`config.mk`:
```
export PLATFORM = sky130hd
export DESIGN_NAME = cnt_led_disp
export DESIGN_NICKNAME = d
export VERILOG_FILES = /design/src/rtl/cnt_led_pkg.sv /design/src/rtl/key_debounce.sv /design/src/rtl/cnt_led_disp.sv
export SDC_FILE = /design/constraint.sdc
export NUM_CORES = 1
export LEC_CHECK = 0
export CORE_ASPECT_RATIO = 0.5
export CORE_MARGIN = 2
export CORE_UTILIZATION = 25
export DETAILED_ROUTE_END_ITERATION = 10
export PLACE_DENSITY_LB_ADDON = 0.2
export SETUP_SLACK_MARGIN = 0.05
export SYNTH_ARGS = -nofsm -noshare
export SYNTH_HDL_FRONTEND = slang
export SYNTH_SLANG_ARGS = --single-unit
```
`constraint.sdc`:
```
create_clock -name clk -period 3.8 [get_ports clk]
set_input_delay 0.95 -clock clk [delete_from_list [all_inputs] [get_ports clk]]
set_output_delay 0.95 -clock clk [all_outputs]
set_load 0.01 [all_outputs]
```
`src/rtl/cnt_led_pkg.sv`:
```
// rtl/cnt_led_pkg.sv - shared types and helpers for the counter/LED display block
package cnt_led_pkg;

  typedef enum logic [1:0] {
    DB_IDLE,
    DB_WAIT_PRESS,
    DB_PRESSED,
    DB_WAIT_REL
  } db_state_t;

  // Largest legal shift keeps the OUT_W-bit window inside the counter.
  function automatic int unsigned clamp_shift(input int unsigned sel,
                                              input int unsigned cnt_w,
                                              input int unsigned out_w);
    int unsigned max_shift;
    max_shift = cnt_w - out_w;
    return (sel > max_shift) ? max_shift : sel;
  endfunction

endpackage

```
`src/rtl/key_debounce.sv`:
```
// rtl/key_debounce.sv - 2-FF synchroniser plus press/release debouncer for one active-low key
module key_debounce
  import cnt_led_pkg::*;
#(
  parameter int DB_CYC = 500000
) (
  input  logic clk,
  input  logic rst,
  input  logic key_n,
  output logic press_pulse,
  output logic pressed
);

  localparam int TW = (DB_CYC > 2) ? $clog2(DB_CYC) : 1;
  localparam logic [TW-1:0] T_LAST = TW'(DB_CYC - 2);

  logic          sync1_q, sync1_d;
  logic          sync2_q, sync2_d;
  logic [1:0]    flush_q, flush_d;
  logic          armed_q, armed_d;
  db_state_t     state_q, state_d;
  logic [TW-1:0] timer_q, timer_d;

  always_comb begin
    sync1_d     = key_n;
    sync2_d     = sync1_q;
    flush_d     = (flush_q == 2'd2) ? flush_q : flush_q + 2'd1;
    // A key held through reset must be seen released before a press counts.
    armed_d     = armed_q | ((flush_q == 2'd2) && sync2_q);
    state_d     = state_q;
    timer_d     = timer_q;
    press_pulse = 1'b0;
    case (state_q)
      DB_IDLE: begin
        if (armed_q && !sync2_q) begin
          state_d = DB_WAIT_PRESS;
          timer_d = '0;
        end
      end
      DB_WAIT_PRESS: begin
        if (sync2_q) begin
          state_d = DB_IDLE;
        end else if (timer_q == T_LAST) begin
          state_d     = DB_PRESSED;
          press_pulse = 1'b1;
        end else begin
          timer_d = timer_q + TW'(1);
        end
      end
      DB_PRESSED: begin
        if (sync2_q) begin
          state_d = DB_WAIT_REL;
          timer_d = '0;
        end
      end
      DB_WAIT_REL: begin
        if (!sync2_q) begin
          state_d = DB_PRESSED;
        end else if (timer_q == T_LAST) begin
          state_d = DB_IDLE;
        end else begin
          timer_d = timer_q + TW'(1);
        end
      end
      default: state_d = DB_IDLE;
    endcase
  end

  always_ff @(posedge clk or negedge rst) begin
    if (!rst) begin
      sync1_q <= 1'b1;
      sync2_q <= 1'b1;
      flush_q <= 2'd0;
      armed_q <= 1'b0;
      state_q <= DB_IDLE;
      timer_q <= '0;
    end else begin
      sync1_q <= sync1_d;
      sync2_q <= sync2_d;
      flush_q <= flush_d;
      armed_q <= armed_d;
      state_q <= state_d;
      timer_q <= timer_d;
    end
  end

  assign pressed = (state_q == DB_PRESSED) || (state_q == DB_WAIT_REL);

endmodule

```
`src/rtl/cnt_led_disp.sv`:
```
// rtl/cnt_led_disp.sv - debounced up/down counter with windowed active-low LED output
// Optional prescaler enabled by defining CNT_LED_PRESCALE_EN.
module cnt_led_disp
  import cnt_led_pkg::*;
#(
  parameter int CNT_W   = 32,
  parameter int OUT_W   = 16,
  parameter int SEL_W   = 4,
  parameter int DB_CYC  = 500000,
  parameter int PRE_DIV = 1
) (
  input  logic             clk,
  input  logic             rst,
  input  logic             key_run_n,
  input  logic             key_clr_n,
  input  logic             key_dir_n,
  input  logic [SEL_W-1:0] sel_n,
  output logic [OUT_W-1:0] led_n,
  output logic             running,
  output logic             dir_down
);

  logic run_pulse, run_level;
  logic clr_pulse, clr_level;
  logic dir_pulse, dir_level;
  logic unused_levels;

  key_debounce #(.DB_CYC(DB_CYC)) u_run (
    .clk(clk), .rst(rst), .key_n(key_run_n), .press_pulse(run_pulse), .pressed(run_level)
  );
  key_debounce #(.DB_CYC(DB_CYC)) u_clr (
    .clk(clk), .rst(rst), .key_n(key_clr_n), .press_pulse(clr_pulse), .pressed(clr_level)
  );
  key_debounce #(.DB_CYC(DB_CYC)) u_dir (
    .clk(clk), .rst(rst), .key_n(key_dir_n), .press_pulse(dir_pulse), .pressed(dir_level)
  );

  assign unused_levels = run_level ^ dir_level ^ clr_pulse;

  logic             running_q, running_d;
  logic             dir_q, dir_d;
  logic [CNT_W-1:0] cnt_q, cnt_d;
  logic [OUT_W-1:0] win_q, win_d;
  logic [SEL_W-1:0] sel_inv;
  int unsigned      shift;
  logic             step;

  assign sel_inv = ~sel_n;
  assign shift   = clamp_shift(32'(sel_inv), CNT_W, OUT_W);

`ifdef CNT_LED_PRESCALE_EN
  localparam int PW = (PRE_DIV > 1) ? $clog2(PRE_DIV) : 1;
  localparam logic [PW-1:0] PRE_LAST = PW'(PRE_DIV - 1);

  logic [PW-1:0] pre_q, pre_d;
  logic          pre_tick;

  assign pre_tick = (pre_q == PRE_LAST);
  assign pre_d    = (clr_level || pre_tick) ? '0 : pre_q + PW'(1);
  assign step     = running_q && pre_tick;

  always_ff @(posedge clk or negedge rst) begin
    if (!rst) pre_q <= '0;
    else      pre_q <= pre_d;
  end
`else
  localparam int unused_pre_div = PRE_DIV;
  assign step = running_q;
`endif

  always_comb begin
    running_d = running_q ^ run_pulse;
    dir_d     = dir_q ^ dir_pulse;
    cnt_d     = cnt_q;
    // Clear wins over counting for as long as the key is held.
    if (clr_level) begin
      cnt_d = '0;
    end else if (step) begin
      cnt_d = dir_q ? cnt_q - CNT_W'(1) : cnt_q + CNT_W'(1);
    end
    win_d = OUT_W'(cnt_q >> shift);
  end

  always_ff @(posedge clk or negedge rst) begin
    if (!rst) begin
      running_q <= 1'b0;
      dir_q     <= 1'b0;
      cnt_q     <= '0;
      win_q     <= '0;
    end else begin
      running_q <= running_d;
      dir_q     <= dir_d;
      cnt_q     <= cnt_d;
      win_q     <= win_d;
    end
  end

  assign led_n    = ~win_q;
  assign running  = running_q;
  assign dir_down = dir_q;

endmodule

```
==> flow_metrics.tcl <==
set metrics [dict create \
    fin_crit_sh_pct 86.96 \
    leakage_nw 4.261 \
    grt_first_pass_wirelength_um 33370 \
    fin_tns_setup_ns 0 \
    dr.pass1.iters 5 \
    clkSinkCount 127 \
    hpwl_um 13740 \
    antenna_cells 0 \
    synth_fp_nets 937 \
    synth_edf_count 0 \
    synth.most_common_cell "dfrtp_1" \
    multi_input_area_um2 4678 \
    clk_path_buf_depth 2 \
    cts_hold_buf 0 \
    drc 0 \
    core_um2 31940 \
    ys_ff_latch 127 \
    start_util_pct 25.61 \
    netlist.top_cell.by_area "dfrtp_1" \
    cts_inserted_buffers 17 \
    cts_tree "yes" \
    dieArea_um2 34270 \
    antenna_found_initial 0 \
    synth_seq_area_share_pct 38.95 \
    ys_warn_count 0 \
    min_path_type "flip-flop to flip-flop" \
    vias 6465 \
    layout_setup_ws_ns 0.4954 \
    clock_latency_ns 0.43 \
    fin_skew_ns 0.008912 \
    setup_viol 0 \
    endpoint_kind "flip-flop" \
    cp.arrival_ns 3.62 \
    netlist_top_cells_count "121 x dfrtp_1, 110 x nor2_1, 79 x nand2_1" \
    io_buffer_count 26 \
    ys_types 75 \
    via_per_inst 4.764 \
    antenna_left 0 \
    crit_fanout 23 \
    fillCellCount 3274 \
    outcome "finished, final reports clean" \
    synth_flop_cell "dfrtp_1" \
    synth_area_leaders "dfrtp_1 37%, ha_1 5.8%, nor2_1 5.0%" \
    area_growth_pct 17.18 \
    routed_wl_um 19690 \
    grt_max_degree 105 \
    cp.required_ns 4.12 \
    slew_viol_final 0 \
    layout.nets 960 \
    die_h_um 131.9 \
    finalHoldViolations 0 \
    syn-cell-area_um2 8179 \
    ys_async_sr_fraction_pct 100.0 \
    routedWlPerCell_um 14.51 \
    ir_drop_v 0.0002292 \
    min_period_ns 3.305 \
    routabilityCongestion 0.8212 \
    synth_top_area_share_pct 37.02 \
    ff_latch_area_um2 3186 \
    synth_cells 889 \
    drive_gt1_share_pct 10.05 \
    worst_hold_slack_ns 0.3565 \
    path_clk_slew_ns 0.06 \
    cts_setup_buffers 0 \
    grt_pass1_vias 6365 \
    tightest_slew_ns 1.084 \
    p_per_area_nw_per_um2 372.4 \
    die_w_um 259.8 \
    top_level_ports 27 \
    root_buffer "clkbuf_16" \
    cap_violations 0 \
    grt_use_total_pct 12.10 \
    critical_path_class "flip-flop to flip-flop" \
    cts_htree_levels 4 \
    cts_resized 0 \
    rsz0062_at_grt "false" \
    relSlewSlack_pct 27.72 \
    overflow 0 \
    drt_iter0_markers 500 \
    startpoint_type "flip-flop" \
    fmax_mhz 302.6 \
    synth.avg_cell_area_um2 9.200 \
    rows 46 \
    pre_cts_slack_ns 0.4791 \
]
==> worst max-delay path, stage by stage (launching register included) <==
cell,delay [ns]
dfrtp_1,0.61
buf_4,0.39
ha_1,0.35
a211oi_1,0.28
nor2_1,0.09
nor4b_1,0.30
o31ai_2,0.13
a41oi_2,0.33
a31oi_1,0.12
nor3_1,0.22
mux2_2,0.35
==> logic make-up (layout without fill, tap and decap cells) <==
kind of cell,after synthesis,after routing,synth area share [%]
xor+xnor,71,71,7.603
mux,58,58,9.224
compound gates,183,183,14.44
simple gates,333,333,19.87
fa+ha+maj,39,39,6.058
flops,127,127,38.95
buf+inv,78,114,3.855
==> flip-flops by register name (all words and copies together) (netlist names), 2 cells and up, named ones only <==
name and count:
u_run.timer_q 19, u_clr.flush_q 2, u_dir.flush_q 2, cnt_q 31, u_dir.timer_q 19, u_run.flush_q 2, u_clr.timer_q 19, win_q 16
==> cell usage in the layout, fill, tap and decap left out, types with 13 or more instances in the layout <==
| master | instances |
|---|---|
| a21o_1 | 17 |
| nand4_1 | 19 |
| nand2_1 | 79 |
| mux4_2 | 13 |
| ha_1 | 38 |
| o21ai_0 | 43 |
| xnor2_1 | 25 |
| nor2_1 | 110 |
| nand3_1 | 35 |
| clkbuf_16 | 17 |
| inv_1 | 42 |
| xor2_1 | 46 |
| a21oi_1 | 54 |
| buf_4 | 13 |
| mux2i_1 | 36 |
| clkdlybuf4s50_1 | 24 |
| nor2b_1 | 15 |
| dfrtp_1 | 121 |
| and3_1 | 14 |
| a211oi_1 | 15 |
==> routing by layer <==
| metal | wire (um) | GRT usage [%] | vias to the layer above | share of wire (%) |
|---|---|---|---|---|
| met4 | 323 | 4.215 | 0 | 1.6 |
| met3 | 601 | 2.557 | 18 | 3.1 |
| li1 | - | - | 3219 | - |
| met2 | 8988 | 18.75 | 85 | 46 |
| met5 | 0 | 0 | - | 0 |
| met1 | 9779 | 16.64 | 3143 | 50 |
==> metrics by stage <==
stage                     cell area, um2  total power, mW  utilization (%)  cells
after global placement              8920            1.704            27.92   1325
after floorplan                     8179            1.604                -    889
after global routing                9584            3.717            30.00   1357
after CTS                           9584            3.624            30.00   1357
final                               9584            3.569            30.00   1357
after detailed placement            8920            1.710            27.92   1325
==> worst paths after layout <==
kind                            slack, ns                    start                           end  depth (start not counted)
worst max-delay path                 0.50       dir_down$_DFF_PN0_         cnt_q[30]$_DFFE_PN0P_                         10
worst min-delay path                 0.36  u_clr.sync1_q$_DFF_PN1_       u_clr.sync2_q$_DFF_PN1_                          0
worst max register to register       0.50       dir_down$_DFF_PN0_         cnt_q[30]$_DFFE_PN0P_                         10
worst min register to register       0.36  u_clr.sync1_q$_DFF_PN1_       u_clr.sync2_q$_DFF_PN1_                          0
max in group asynchronous            2.28                      rst           win_q[14]$_DFF_PN0_                          2
min in group asynchronous            0.53                      rst  u_run.flush_q[0]$_DFFE_PN0P_                          1
==> power breakdown <==
part / internal [mW] / switching [mW] / total, mW
clock: 1.20 / 0.693 / 1.89
sequential: 1.40 / 0.0401 / 1.44
combinational: 0.0978 / 0.145 / 0.242
total: 2.69 / 0.877 / 3.57
==> final cells by class <==
class | instances | share of cell area (%)
Clock inverter | 14 | 2.350
Tap cell | 432 | 5.640
Multi-Input combinational cell | 684 | 48.81
Timing Repair Buffer | 39 | 3.695
Clock buffer | 18 | 4.582
Sequential cell | 127 | 33.24
Inverter | 43 | 1.684
Note: power is estimated with default switching activity, not from simulation.
